### src/rtl/io_port_ctrl.sv
// ---------------------------------------------------------------------------
// io_port_ctrl
//
// Bridges the CPU's IN/OUT instructions (MEMWB stage) to external peripheral
// ports.
//   * Write path: OUT instructions are posted into a small FIFO. The FIFO
//     head is presented to the peripheral through a valid/ready handshake.
//   * Read path: an IN instruction runs a req/ack handshake with the
//     peripheral. Before it starts, all earlier posted writes must drain. If
//     the peripheral never answers, a timeout ends the read.
//
// Ports
//   clk, reset          : clock and asynchronous active-low reset
//   IO_port_ID          : port address from EX/MEMWB
//   IO_write_data       : OUT data
//   IO_write_strobe     : OUT request
//   IO_read_strobe      : IN request
//   IO_read_data        : registered IN result
//   io_stall            : pipeline hold request
//   out_port_id/out_data: FIFO head toward the peripheral
//   out_valid/out_ready : write-path handshake
//   in_port_id          : read address latched when the request starts
//   in_req/in_ack       : read-path handshake
//   in_data             : peripheral read data, sampled while in_ack is high
//   fifo_count          : occupied FIFO entries
//   rd_timeout_err      : sticky flag, set when a read times out
//   rd_state            : current read-FSM state (debug visibility)
//
// Handshake semantics
//   Write path (valid/ready): a beat transfers on every rising edge where
//   out_valid and out_ready are both high. out_valid never depends on
//   out_ready. out_port_id/out_data stay stable while out_valid is high and
//   no transfer has occurred.
//   Read path (req/ack): in_req is high for every cycle of the REQ state.
//   The first cycle with in_ack high completes the read. in_req drops on
//   the following cycle. in_ack outside REQ has no effect.
// ---------------------------------------------------------------------------
module io_port_ctrl #(
    parameter int unsigned FIFO_DEPTH = 4,
    parameter int unsigned RD_TIMEOUT = 255,
    localparam int unsigned AW = $clog2(FIFO_DEPTH),
    localparam int unsigned CW = AW + 1,
    localparam int unsigned TW = $clog2(RD_TIMEOUT + 1)
) (
    input  logic          clk,
    input  logic          reset,
    input  logic [7:0]    IO_port_ID,
    input  logic [7:0]    IO_write_data,
    input  logic          IO_write_strobe,
    input  logic          IO_read_strobe,
    output logic [7:0]    IO_read_data,
    output logic          io_stall,
    output logic [7:0]    out_port_id,
    output logic [7:0]    out_data,
    output logic          out_valid,
    input  logic          out_ready,
    output logic [7:0]    in_port_id,
    output logic          in_req,
    input  logic          in_ack,
    input  logic [7:0]    in_data,
    output logic [CW-1:0] fifo_count,
    output logic          rd_timeout_err,
    output logic [1:0]    rd_state
);

    typedef enum logic [1:0] {
        ST_IDLE    = 2'd0,
        ST_WAIT_WR = 2'd1,
        ST_REQ     = 2'd2,
        ST_DONE    = 2'd3
    } rd_state_e;

    // ------------------------------------------------------------------
    // Write FIFO
    // ------------------------------------------------------------------
    logic [15:0]   mem_q [FIFO_DEPTH];
    logic [15:0]   mem_d [FIFO_DEPTH];
    logic [AW-1:0] wr_ptr_q, wr_ptr_d;
    logic [AW-1:0] rd_ptr_q, rd_ptr_d;
    logic [CW-1:0] count_q, count_d;
    logic          fifo_full;
    logic          push;
    logic          pop;

    always_comb begin
        fifo_full = (count_q == CW'(FIFO_DEPTH));
        out_valid = (count_q != '0);
        pop       = out_valid & out_ready;
        // When the FIFO is full, a same-cycle pop frees the head slot.
        // wr_ptr equals rd_ptr in that case, so the new entry lands in the
        // slot being freed.
        push      = IO_write_strobe & (~fifo_full | pop);

        mem_d = mem_q;
        if (push) begin
            mem_d[wr_ptr_q] = {IO_port_ID, IO_write_data};
        end

        // The pointers are power-of-two wide, so they wrap naturally.
        wr_ptr_d = push ? wr_ptr_q + AW'(1) : wr_ptr_q;
        rd_ptr_d = pop  ? rd_ptr_q + AW'(1) : rd_ptr_q;

        unique case ({push, pop})
            2'b10:   count_d = count_q + CW'(1);
            2'b01:   count_d = count_q - CW'(1);
            default: count_d = count_q;
        endcase
    end

    // The head entry is read straight from storage, adding no latency.
    assign {out_port_id, out_data} = mem_q[rd_ptr_q];
    assign fifo_count              = count_q;

    always_ff @(posedge clk or negedge reset) begin
        if (!reset) begin
            for (int i = 0; i < int'(FIFO_DEPTH); i++) begin
                mem_q[i] <= '0;
            end
            wr_ptr_q <= '0;
            rd_ptr_q <= '0;
            count_q  <= '0;
        end else begin
            mem_q    <= mem_d;
            wr_ptr_q <= wr_ptr_d;
            rd_ptr_q <= rd_ptr_d;
            count_q  <= count_d;
        end
    end

    // ------------------------------------------------------------------
    // Read FSM: state register
    // ------------------------------------------------------------------
    rd_state_e state_q, state_d;

    always_ff @(posedge clk or negedge reset) begin
        if (!reset) begin
            state_q <= ST_IDLE;
        end else begin
            state_q <= state_d;
        end
    end

    // ------------------------------------------------------------------
    // Read FSM: next state
    // ------------------------------------------------------------------
    logic [TW-1:0] tmo_q, tmo_d;
    logic          tmo_hit;

    // The request lasts at most RD_TIMEOUT cycles. The counter holds the
    // number of REQ cycles already spent.
    assign tmo_hit = (tmo_q == TW'(RD_TIMEOUT - 1));

    always_comb begin
        state_d = state_q;
        unique case (state_q)
            ST_IDLE: begin
                // A write takes priority. A read arriving with a write
                // waits in IDLE.
                if (IO_read_strobe && !IO_write_strobe) begin
                    state_d = (count_q == '0) ? ST_REQ : ST_WAIT_WR;
                end
            end
            ST_WAIT_WR: begin
                if (count_q == '0) begin
                    state_d = ST_REQ;
                end
            end
            ST_REQ: begin
                if (in_ack || tmo_hit) begin
                    state_d = ST_DONE;
                end
            end
            ST_DONE: begin
                state_d = ST_IDLE;
            end
            default: begin
                state_d = ST_IDLE;
            end
        endcase
    end

    // ------------------------------------------------------------------
    // Read FSM: outputs
    // ------------------------------------------------------------------
    logic rd_stall;

    always_comb begin
        in_req   = (state_q == ST_REQ);
        rd_stall = IO_read_strobe & (state_q != ST_DONE);
        // Gate the stall with reset so that it reads 0 while reset is held,
        // regardless of the strobes.
        io_stall = reset & ((IO_write_strobe & ~push) | rd_stall);
        rd_state = state_q;
    end

    // ------------------------------------------------------------------
    // Read datapath
    // ------------------------------------------------------------------
    logic [7:0] rd_data_q, rd_data_d;
    logic [7:0] in_port_id_q, in_port_id_d;
    logic       err_q, err_d;
    logic       enter_req;

    always_comb begin
        enter_req    = (state_q != ST_REQ) && (state_d == ST_REQ);
        in_port_id_d = enter_req ? IO_port_ID : in_port_id_q;

        tmo_d = tmo_q;
        if (enter_req) begin
            tmo_d = '0;
        end else if (state_q == ST_REQ) begin
            tmo_d = tmo_q + TW'(1);
        end

        rd_data_d = rd_data_q;
        err_d     = err_q;
        if (state_q == ST_REQ) begin
            if (in_ack) begin
                rd_data_d = in_data;
            end else if (tmo_hit) begin
                rd_data_d = 8'hFF;
                err_d     = 1'b1;
            end
        end
    end

    always_ff @(posedge clk or negedge reset) begin
        if (!reset) begin
            tmo_q        <= '0;
            rd_data_q    <= 8'h00;
            in_port_id_q <= 8'h00;
            err_q        <= 1'b0;
        end else begin
            tmo_q        <= tmo_d;
            rd_data_q    <= rd_data_d;
            in_port_id_q <= in_port_id_d;
            err_q        <= err_d;
        end
    end

    assign IO_read_data   = rd_data_q;
    assign in_port_id     = in_port_id_q;
    assign rd_timeout_err = err_q;

endmodule
### config.mk
export PLATFORM = sky130hd
export DESIGN_NAME = io_port_ctrl
export DESIGN_NICKNAME = d
export VERILOG_FILES = /design/src/rtl/io_port_ctrl.sv
export SDC_FILE = /design/constraint.sdc
export NUM_CORES = 1
export LEC_CHECK = 0
export CAP_MARGIN = 10
export CORE_MARGIN = 2
export CORE_UTILIZATION = 57
export CTS_CLUSTER_DIAMETER = 50
export CTS_CLUSTER_SIZE = 25
export DETAILED_ROUTE_END_ITERATION = 12
export GPL_TIMING_DRIVEN = 0
export MAX_ROUTING_LAYER = met4
export PLACE_DENSITY = 0.8
export SYNTH_ARGS = -nofsm -noshare
export SYNTH_HDL_FRONTEND = slang
export SYNTH_SLANG_ARGS = --single-unit
### constraint.sdc
create_clock -name clk -period 6.05 [get_ports clk]
set_clock_uncertainty 0.1 [all_clocks]
set_input_delay 0.605 -clock clk [delete_from_list [all_inputs] [get_ports clk]]
set_output_delay 0.605 -clock clk [all_outputs]
set_load 0.02 [all_outputs]
==> results of run 1 <==
[power by group through the flow]
stage	logic, W	clock network [W]	registers, W
6_report	0.00152	0.000401	0.00116
5_1_grt	0.00163	0.000438	0.00120
4_1_cts	0.00154	0.000413	0.00116
3_5_place_dp	0.00153	0	0.00117
3_3_place_gp	0.00150	0	0.00115
2_1_floorplan	0.000917	0	0.00120
[worst paths after layout]
| check | startpoint | slack (ps) | end | depth (start not counted) |
|---|---|---|---|---|
| setup / recovery | out_ready | 2960 | io_stall | 5 |
| max in group asynchronous | reset | 5010 | mem_q[60] | 2 |
| hold / removal | reset | 170 | IO_read_data[6] | 1 |
| hold reg to reg | mem_q[29] | 400 | mem_q[29] | 1 |
| min in group clk | mem_q[29] | 400 | mem_q[29] | 1 |
| setup reg to reg | fifo_count[0] | 3740 | fifo_count[2] | 9 |
[cell usage after synthesis, types with 4 or more instances]
master / number
a21oi_1: 9
inv_1: 10
o21ai_0: 5
xor2_1: 5
ha_1: 7
mux2_1: 10
nor2_1: 19
nand2_1: 9
nand2_4: 4
mux2_2: 62
buf_6: 5
mux4_2: 16
dfrtp_1: 98
[metal layers]
layer | part of all wire, % | up-vias | global-route usage [%]
met4 | 1.3 | 0 | 8.21
met3 | 3.5 | 9 | 3.53
met2 | 52 | 59 | 36.8
met1 | 43 | 1406 | 30.7
met5 | 0 | - | -
li1 | - | 1235 | -
[flip-flops by register name, summed over array words and instances (netlist names)]
signal          cells
rd_timeout_err      1
rd_state            2
tmo_q               8
fifo_count          3
mem_q              64
IO_read_data        8
rd_ptr_q            2
wr_ptr_q            2
in_port_id          8
[per-stage QoR]
step                      cells  cell area [sq um]  utilization [%]
after floorplan             300               4400                -
after global placement      472               5230             68.7
after detailed placement    473               5250             69.0
after CTS                   489               5440             71.5
after global routing        489               5440             71.5
final                       489               5440             71.5
[worst register-to-register path, cell delays in order, from the launching register on]
cell and delay, ps:
dfrtp_1 470, nor4b_4 450, nor2_8 110, inv_1 80, ha_1 180, inv_1 60, fa_1 370, xor2_1 150
nor2_1 110, xor2_1 150
[area by class of cell]
cell class,instances,share of cell area [%]
repair buffers,71,13.3
flip-flops and latches,98,45.1
multi-input cells,180,33.4
plain buffers,11,1.59
inverters,11,0.759
clock buffers,13,3.10
clock inverters,3,0.414
well taps,102,2.34
[logic make-up (layout without fill, tap and decap cells)]
group / Yosys count / in the layout / synth area share [%]
adder cells (fa/ha/maj): 8 / 8 / 2.45
multiplexers: 89 / 89 / 26.9
AND/OR/NAND/NOR: 51 / 51 / 6.97
flip-flops: 98 / 98 / 55.8
AO/OA/AOI/OAI: 24 / 24 / 3.47
XOR/XNOR: 8 / 8 / 1.59
buffers and inverters: 22 / 109 / 2.90
==> results.toml, run 1 <==
[setup_path]
timing_worst_setup_path_type = "in -> out"
path_cells = "clkdlybuf4s50_1, nor4b_4, a22oi_1, nor2b_1, clkdlybuf4s50_1"
critical_path_arrival_ps = 2380
path_common_cell = "clkdlybuf4s50_1"
cp_top_family = "buffers and inverters"
crit_path_end_kind = "output port"
timing.critical_path.slowest_cell_delay_ps = 620
cp.buffers_inverters = 2
required_worst_endpoint_ps = 5340
crit_path_top_delay_cell = "clkdlybuf4s50_1"
crit_path_max_fanout = 2
crit_path_start_kind = "primary input"

[drt]
drc = 0
post_drt_wl_per_cell_um = 17.2
dr.pass1.iters = 4
dr.first_iter.drc_count = 142
routed_wirelength_mm = 8.43
vias = 2709
viasPerCell = 5.54
antenna_left = 0

[power]
power.density_cell_area_nw_per_um2 = 565
share_seq_of_total_power_pct = 37.6
switching_share_pct = 35.0
comb_power_share_pct = 49.4
vdd_drop_max_mv = 0.294
clkPwrFrac_pct = 13.1
p_sw_w = 0.00107
power.static_leakage_nw = 2.34
cell_internal_pwr_w = 0.00200
total_chip_power_w = 0.00307

[cts]
cts-hold-fix-buffers = 0
cts_resized = 0
cts_buffers = 9
insertion_delay_ps = 350
clockBufferDepth = 2
clockRootBuffer = "clkbuf_8"
tritoncts = "yes"
cts.repair_timing.setup_buffer_count = 0
cts_sinks = 98
htree_num_levels = 3
clk_slew_on_worst_s_h_paths_ps = 90

[floorplanning]
chipWidth_um = 91.8
coreArea_sq_um = 7610
io_pins = 71
floorplan.die_area_sq_um = 8430
floorplan.rows = 32
initial_utilization_pct = 57.8
die_y_um = 91.8

[outcome]
outcome = "finished, final reports clean"

[timing]
slew_violations = 0
grt_setup_unrepaired = "no"
timing.final.ws_setup_ps = 2960
achievable-frequency_mhz = 324
setup_viol_count_final = 0
hold_viol_final = 0
timing.slew.headroom_pct = 54.5
finalWorstPathRequiredPeriod_ps = 3090
whs_ps = 170
tns_ps = 0
tightestPinTransition_ps = 682
timing.final.crit_share_pct = 51.1

[logic_synthesis]
syn-num-nets = 338
synth_area_leaders = "dfrtp_1, mux2_2, mux4_2"
synthesis.area_per_instance_sq_um = 14.7
postSynth.topFlopCell = "dfrtp_1"
post_synth_instance_area_sq_um = 4400
synthArstFlopShare_pct = 100
synth_top_area_cell = "dfrtp_1"
ys_warn_count = 0
synth_edf_count = 0
netlist-cell-type-count = 43
synth_seq_cells = 98
synth.yosys.seq_area_share_pct = 55.8
synth_cells = 300
synth_top_cell_area_share_pct = 55.8

[place]
hpwl_after_dpl_mm = 5.88
dpl_worst_slack_ps = 2940
routabilityCongestion = 0.788
port_buffers = 70

[global_route]
number_of_antenna_violations_at_the_first_check_in_global_routing = 0
grt_pass1_wl_mm = 14.6
gr-usage-all-layers_pct = 23.0
grt_max_degree = 54
grt_overflow = 0
grt_pass1_vias = 2945

[final_layout]
nets = 420
layout-area-overhead-vs-synth_pct = 23.8
most-common-layout-cells = "dfrtp_1, clkdlybuf4s50_1, mux2_2"
area.sequential_sq_um = 2450
antenna-diode-count = 0
post_route_cells_drive_above_1_share_pct = 29.7
fillers = 536
multiInputGateArea_sq_um = 1820
mostFrequentLayoutCell = "dfrtp_1"

[job]
maxCapViolCount = 0

[hold_path]
holdCritPathClass = "in -> async"
Note: power is estimated with default switching activity, not from simulation.
==> inputs of run 2 (changes only) <==
--- a/config.mk
+++ b/config.mk
@@ -7,13 +7,13 @@
 export LEC_CHECK = 0
 export CAP_MARGIN = 10
 export CORE_MARGIN = 2
-export CORE_UTILIZATION = 57
+export CORE_UTILIZATION = 48
 export CTS_CLUSTER_DIAMETER = 50
 export CTS_CLUSTER_SIZE = 25
 export DETAILED_ROUTE_END_ITERATION = 12
 export GPL_TIMING_DRIVEN = 0
 export MAX_ROUTING_LAYER = met4
-export PLACE_DENSITY = 0.8
+export PLACE_DENSITY = 0.72
 export SYNTH_ARGS = -nofsm -noshare
 export SYNTH_HDL_FRONTEND = slang
 export SYNTH_SLANG_ARGS = --single-unit
==> constraint.sdc (replaced) <==
create_clock -name clk -period 2.7 [get_ports clk]
set_clock_uncertainty 0.1 [all_clocks]
set_input_delay 0.27 -clock clk [delete_from_list [all_inputs] [get_ports clk]]
set_output_delay 0.27 -clock clk [all_outputs]
set_load 0.02 [all_outputs]
==> run 2 against run 1 <==
Cell count rose by 1.2%; critical path type is now reg -> out; combinational power is 120% higher; flip-flop and latch count is the same; clock power grew to 2.8 times the previous value; sequential share of layout area decreased by 0.84 points; design area up 1.9%; critical endpoint is now out_port_id[5]; first-iteration DRC count is 31% lower; clock-buffer cell count decreased by 3; die area rose by 18%; via count fell by 1.8%; core utilization is 8.6 points lower.
==> results.toml, run 2 (synthesis gave the netlist of run 1 again) <==
[timing]
timing.final.crit_share_pct = 95.4
tightestPinTransition_ps = 460
timing.slew.headroom_pct = 69.2
finalWorstPathRequiredPeriod_ps = 2570
whs_ps = 380
setup_viol_count_final = 0
hold_viol_final = 0
achievable-frequency_mhz = 388
grt_setup_unrepaired = "no"
slew_violations = 0

[hold_path]
holdCritPathClass = "in -> async"

[global_route]
grt_max_degree = 51
grt_overflow = 0
grt_pass1_vias = 2857
grt_pass1_wl_mm = 14.1
number_of_antenna_violations_at_the_first_check_in_global_routing = 0
gr-usage-all-layers_pct = 18.8

[floorplanning]
initial_utilization_pct = 49.9
chipWidth_um = 99.7
io_pins = 71
coreArea_sq_um = 8810
die_y_um = 99.7
floorplan.die_area_sq_um = 9940
floorplan.rows = 34

[setup_path]
crit_path_max_fanout = 10
timing_worst_setup_path_type = "reg -> out"
crit_path_start_kind = "flip-flop"
critical_path_arrival_ps = 2200
crit_path_end_kind = "output port"
required_worst_endpoint_ps = 2330

[place]
port_buffers = 70
routabilityCongestion = 0.814
hpwl_after_dpl_mm = 5.65

[power]
power.density_cell_area_nw_per_um2 = 1280
total_chip_power_w = 0.00710
power.static_leakage_nw = 2.41
vdd_drop_max_mv = 0.730

[outcome]
outcome = "finished, final reports clean"

[drt]
vias = 2660
dr.pass1.iters = 5
viasPerCell = 5.37
antenna_left = 0
post_drt_wl_per_cell_um = 16.7
drc = 0
dr.first_iter.drc_count = 98
routed_wirelength_mm = 8.24

[cts]
cts.repair_timing.setup_buffer_count = 0
cts_sinks = 98
insertion_delay_ps = 350
htree_num_levels = 3
clk_slew_on_worst_s_h_paths_ps = 90
clockBufferDepth = 2
clockRootBuffer = "clkbuf_8"
tritoncts = "yes"
cts_buffers = 9

[final_layout]
layout-area-overhead-vs-synth_pct = 26.1
most-common-layout-cells = "dfrtp_1, clkdlybuf4s50_1, mux2_2"
antenna-diode-count = 0
largest_reg_flops = 64
mostFrequentLayoutCell = "dfrtp_1"
nets = 421
post_route_cells_drive_above_1_share_pct = 30.0
fillers = 673
top_register = "mem_q"

[job]
maxCapViolCount = 0
run 2: cell count changes in the layout (fill, tap and decap cells not counted), sizes merged:
cell           delta
clkbuf            -4
bufinv            +3
clkdlybuf4s50     -3
dlymetal6s2s      +3
clkinv            -2
buf               +1
clkinvlp          +1
dlygate4sd3       +1
run 2: through the flow:
step                util [%]  worst slack, ps  instances  area (sq um)  TNS, ps
floorplan                  -              459        300          4400        0
global placement        59.4            -2580        478          5230  -233880
detailed placement      59.7              149        479          5260        0
CTS                     62.9             18.8        495          5540        0
global route            63.0            0.792        495          5550        0
finish                  63.0              125        495          5550        0
run 2: worst max-delay path: stages (launching register included):
cell and delay [ps]:
dfrtp_1 580, buf_2 360, mux4_2 360, clkdlybuf4s50_1 560
run 2: worst paths after layout:
| check | slack [ps] | start | end | depth (start not counted) |
|---|---|---|---|---|
| max | 130 | rd_ptr_q[1] | out_port_id[5] | 3 |
| min | 380 | reset | mem_q[6] | 3 |
| max reg2reg | 390 | fifo_count[0] | fifo_count[2] | 9 |
| min reg2reg | 380 | rd_timeout_err | rd_timeout_err | 1 |
| max in group asynchronous | 1900 | reset | mem_q[47] | 3 |
| min in group clk | 380 | rd_timeout_err | rd_timeout_err | 1 |
run 2: report_power, final:
| group | internal, W | total (W) | switching (W) |
|---|---|---|---|
| combinational | 0.00188 | 0.00337 | 0.00148 |
| sequential | 0.00218 | 0.00260 | 0.000417 |
| clock | 0.000635 | 0.00113 | 0.000500 |
run 2: timing repair:
item | 4_1_cts | 5_1_grt
gates resized for setup | 1 | 4
hold buffers | 2 | 0
endpoints found under the hold margin | 49 | 0
setup endpoints to repair | 9 | 8
run 2: cell type report:
type                       count  area (sq um)  area share, %
clock inverter                 5           103           1.85
buffer                        10          88.8           1.60
inverter                      11          41.3          0.744
sequential                    98          2450           44.2
timing repair buffer          73           771           13.9
clock buffer                  10           138           2.48
multi-input combinational    180          1820           32.8
tap                          108           135           2.44
run 2: per-layer routing:
metal  vias up  global-route usage [%]  share of wire (%)
met5         -                       -                  0
met4         0                    6.32                1.1
met3         8                    2.74                3.5
met2        57                    28.6                 48
met1      1360                    26.2                 48
li1       1235                       -                  -
==> inputs of run 3 (changes only) <==
--- a/config.mk
+++ b/config.mk
@@ -7,13 +7,13 @@
 export LEC_CHECK = 0
 export CAP_MARGIN = 10
 export CORE_MARGIN = 2
-export CORE_UTILIZATION = 48
+export CORE_UTILIZATION = 57
 export CTS_CLUSTER_DIAMETER = 50
 export CTS_CLUSTER_SIZE = 25
 export DETAILED_ROUTE_END_ITERATION = 12
 export GPL_TIMING_DRIVEN = 0
 export MAX_ROUTING_LAYER = met4
-export PLACE_DENSITY = 0.72
+export PLACE_DENSITY = 0.8
 export SYNTH_ARGS = -nofsm -noshare
 export SYNTH_HDL_FRONTEND = slang
 export SYNTH_SLANG_ARGS = --single-unit
==> constraint.sdc (replaced) <==
create_clock -name clk -period 3 [get_ports clk]
set_clock_uncertainty 0.1 [all_clocks]
set_input_delay 0.3 -clock clk [delete_from_list [all_inputs] [get_ports clk]]
set_output_delay 0.3 -clock clk [all_outputs]
set_load 0.02 [all_outputs]
==> run 3 against run 2 <==
Core utilization increased by 8.7 points; first-iteration DRC count increased by 61%; non-clock buffer count unchanged; cell count decreased by 1.0%; register-to-register slack improved by 300 ps; critical path depth increased by 1; critical path type unchanged; largest cell class unchanged.
==> results.toml, run 3 (synthesis gave the netlist of run 1 again) <==
[power]
total_chip_power_w = 0.00620
comb_power_share_pct = 49.4
power.static_leakage_nw = 2.35
share_seq_of_total_power_pct = 37.6
vdd_drop_max_mv = 0.593
cell_internal_pwr_w = 0.00403
switching_share_pct = 35.0
clkPwrFrac_pct = 13.0
p_sw_w = 0.00217
power.density_cell_area_nw_per_um2 = 1140

[setup_path]
crit_path_start_kind = "flip-flop"
crit_path_end_kind = "output port"
required_worst_endpoint_ps = 2600
crit_path_max_fanout = 10
critical_path_arrival_ps = 2370
timing_worst_setup_path_type = "reg -> out"

[final_layout]
nets = 421
antenna-diode-count = 0
area_of_all_placed_cells_without_fillers_sq_um = 5450
most-common-layout-cells = "dfrtp_1, clkdlybuf4s50_1, mux2_2"
top_register = "mem_q"
largest_reg_flops = 64
layout-area-overhead-vs-synth_pct = 24.0
mostFrequentLayoutCell = "dfrtp_1"
post_route_cells_drive_above_1_share_pct = 29.6

[cts]
cts_buffers = 9
clk_slew_on_worst_s_h_paths_ps = 90
htree_num_levels = 3
clockBufferDepth = 2
cts_resized = 0
clockRootBuffer = "clkbuf_8"
insertion_delay_ps = 350
cts_sinks = 98
tritoncts = "yes"
cts-hold-fix-buffers = 1
cts.repair_timing.setup_buffer_count = 0

[timing]
tightestPinTransition_ps = 683
grt_setup_unrepaired = "no"
achievable-frequency_mhz = 361
setup_viol_count_final = 0
tns_ps = 0
hold_viol_final = 0
timing.slew.headroom_pct = 54.5
finalWorstPathRequiredPeriod_ps = 2770
slew_violations = 0
timing.final.crit_share_pct = 92.3

[hold_path]
holdCritPathClass = "reg -> reg"

[global_route]
grt_pass1_vias = 2945
grt_max_degree = 54
grt_pass1_wl_mm = 14.6
number_of_antenna_violations_at_the_first_check_in_global_routing = 0
grt_overflow = 0
gr-usage-all-layers_pct = 23.0

[drt]
post_drt_wl_per_cell_um = 17.2
dr.first_iter.drc_count = 158
viasPerCell = 5.53
drc = 0
dr.pass1.iters = 4
routed_wirelength_mm = 8.44
antenna_left = 0
vias = 2712

[floorplanning]
coreArea_sq_um = 7610
floorplan.die_area_sq_um = 8430
chipWidth_um = 91.8
die_y_um = 91.8
io_pins = 71
floorplan.rows = 32
initial_utilization_pct = 57.8

[place]
routabilityCongestion = 0.788
port_buffers = 70
post_dp_cell_area_sq_um = 5250
hpwl_after_dpl_mm = 5.88

[outcome]
outcome = "finished, final reports clean"

[job]
maxCapViolCount = 0
[run 3: power groups by stage]
stage / clock network [W] / logic (W) / registers, W
floorplan: 0 / 0.00185 / 0.00243
global placement: 0 / 0.00302 / 0.00232
detailed placement: 0 / 0.00309 / 0.00236
CTS: 0.000833 / 0.00311 / 0.00233
global route: 0.000882 / 0.00329 / 0.00241
finish: 0.000809 / 0.00306 / 0.00233
[run 3: metrics by stage]
stage                     instances  utilization, %  hold slack, ps  setup slack [ps]
after global routing            490            71.7             419              55.3
after CTS                       490            71.7             402               151
final                           490            71.7             404               231
after floorplan                 300               -           -95.6               759
after global placement          472            68.7             362             -2320
after detailed placement        473            69.0             281               414
[run 3: final cells by class]
cell class,instances,area (sq um)
fill,534,2150
multi-input combinational,180,1820
clock inverter,3,22.5
buffer,11,86.3
tap,102,128
timing repair buffer,72,736
inverter,11,41.3
sequential,98,2450
clock buffer,13,169
[run 3: final timing paths]
| kind | slack (ps) | startpoint | end | cells past startpoint |
|---|---|---|---|---|
| max | 230 | rd_ptr_q[1] | out_port_id[5] | 4 |
| min | 400 | mem_q[29] | mem_q[29] | 1 |
| max reg2reg | 690 | fifo_count[0] | fifo_count[2] | 9 |
| min reg2reg | 400 | mem_q[29] | mem_q[29] | 1 |
| max in group asynchronous | 1710 | reset | mem_q[60] | 3 |
| min in group asynchronous | 420 | reset | IO_read_data[6] | 2 |
[run 3: critical path: stages, from the launching register on]
cell             delay (ps)
dfrtp_1                 330
clkbuf_1                390
buf_2                   380
mux4_2                  370
clkdlybuf4s50_1         560
[run 3: metal layers]
metal	vias up	track usage (%)	share of wire, %
li1	1236	-	-
met2	53	36.8	52
met5	-	-	0
met3	9	3.53	3.4
met1	1414	30.7	43
met4	0	8.21	1.2
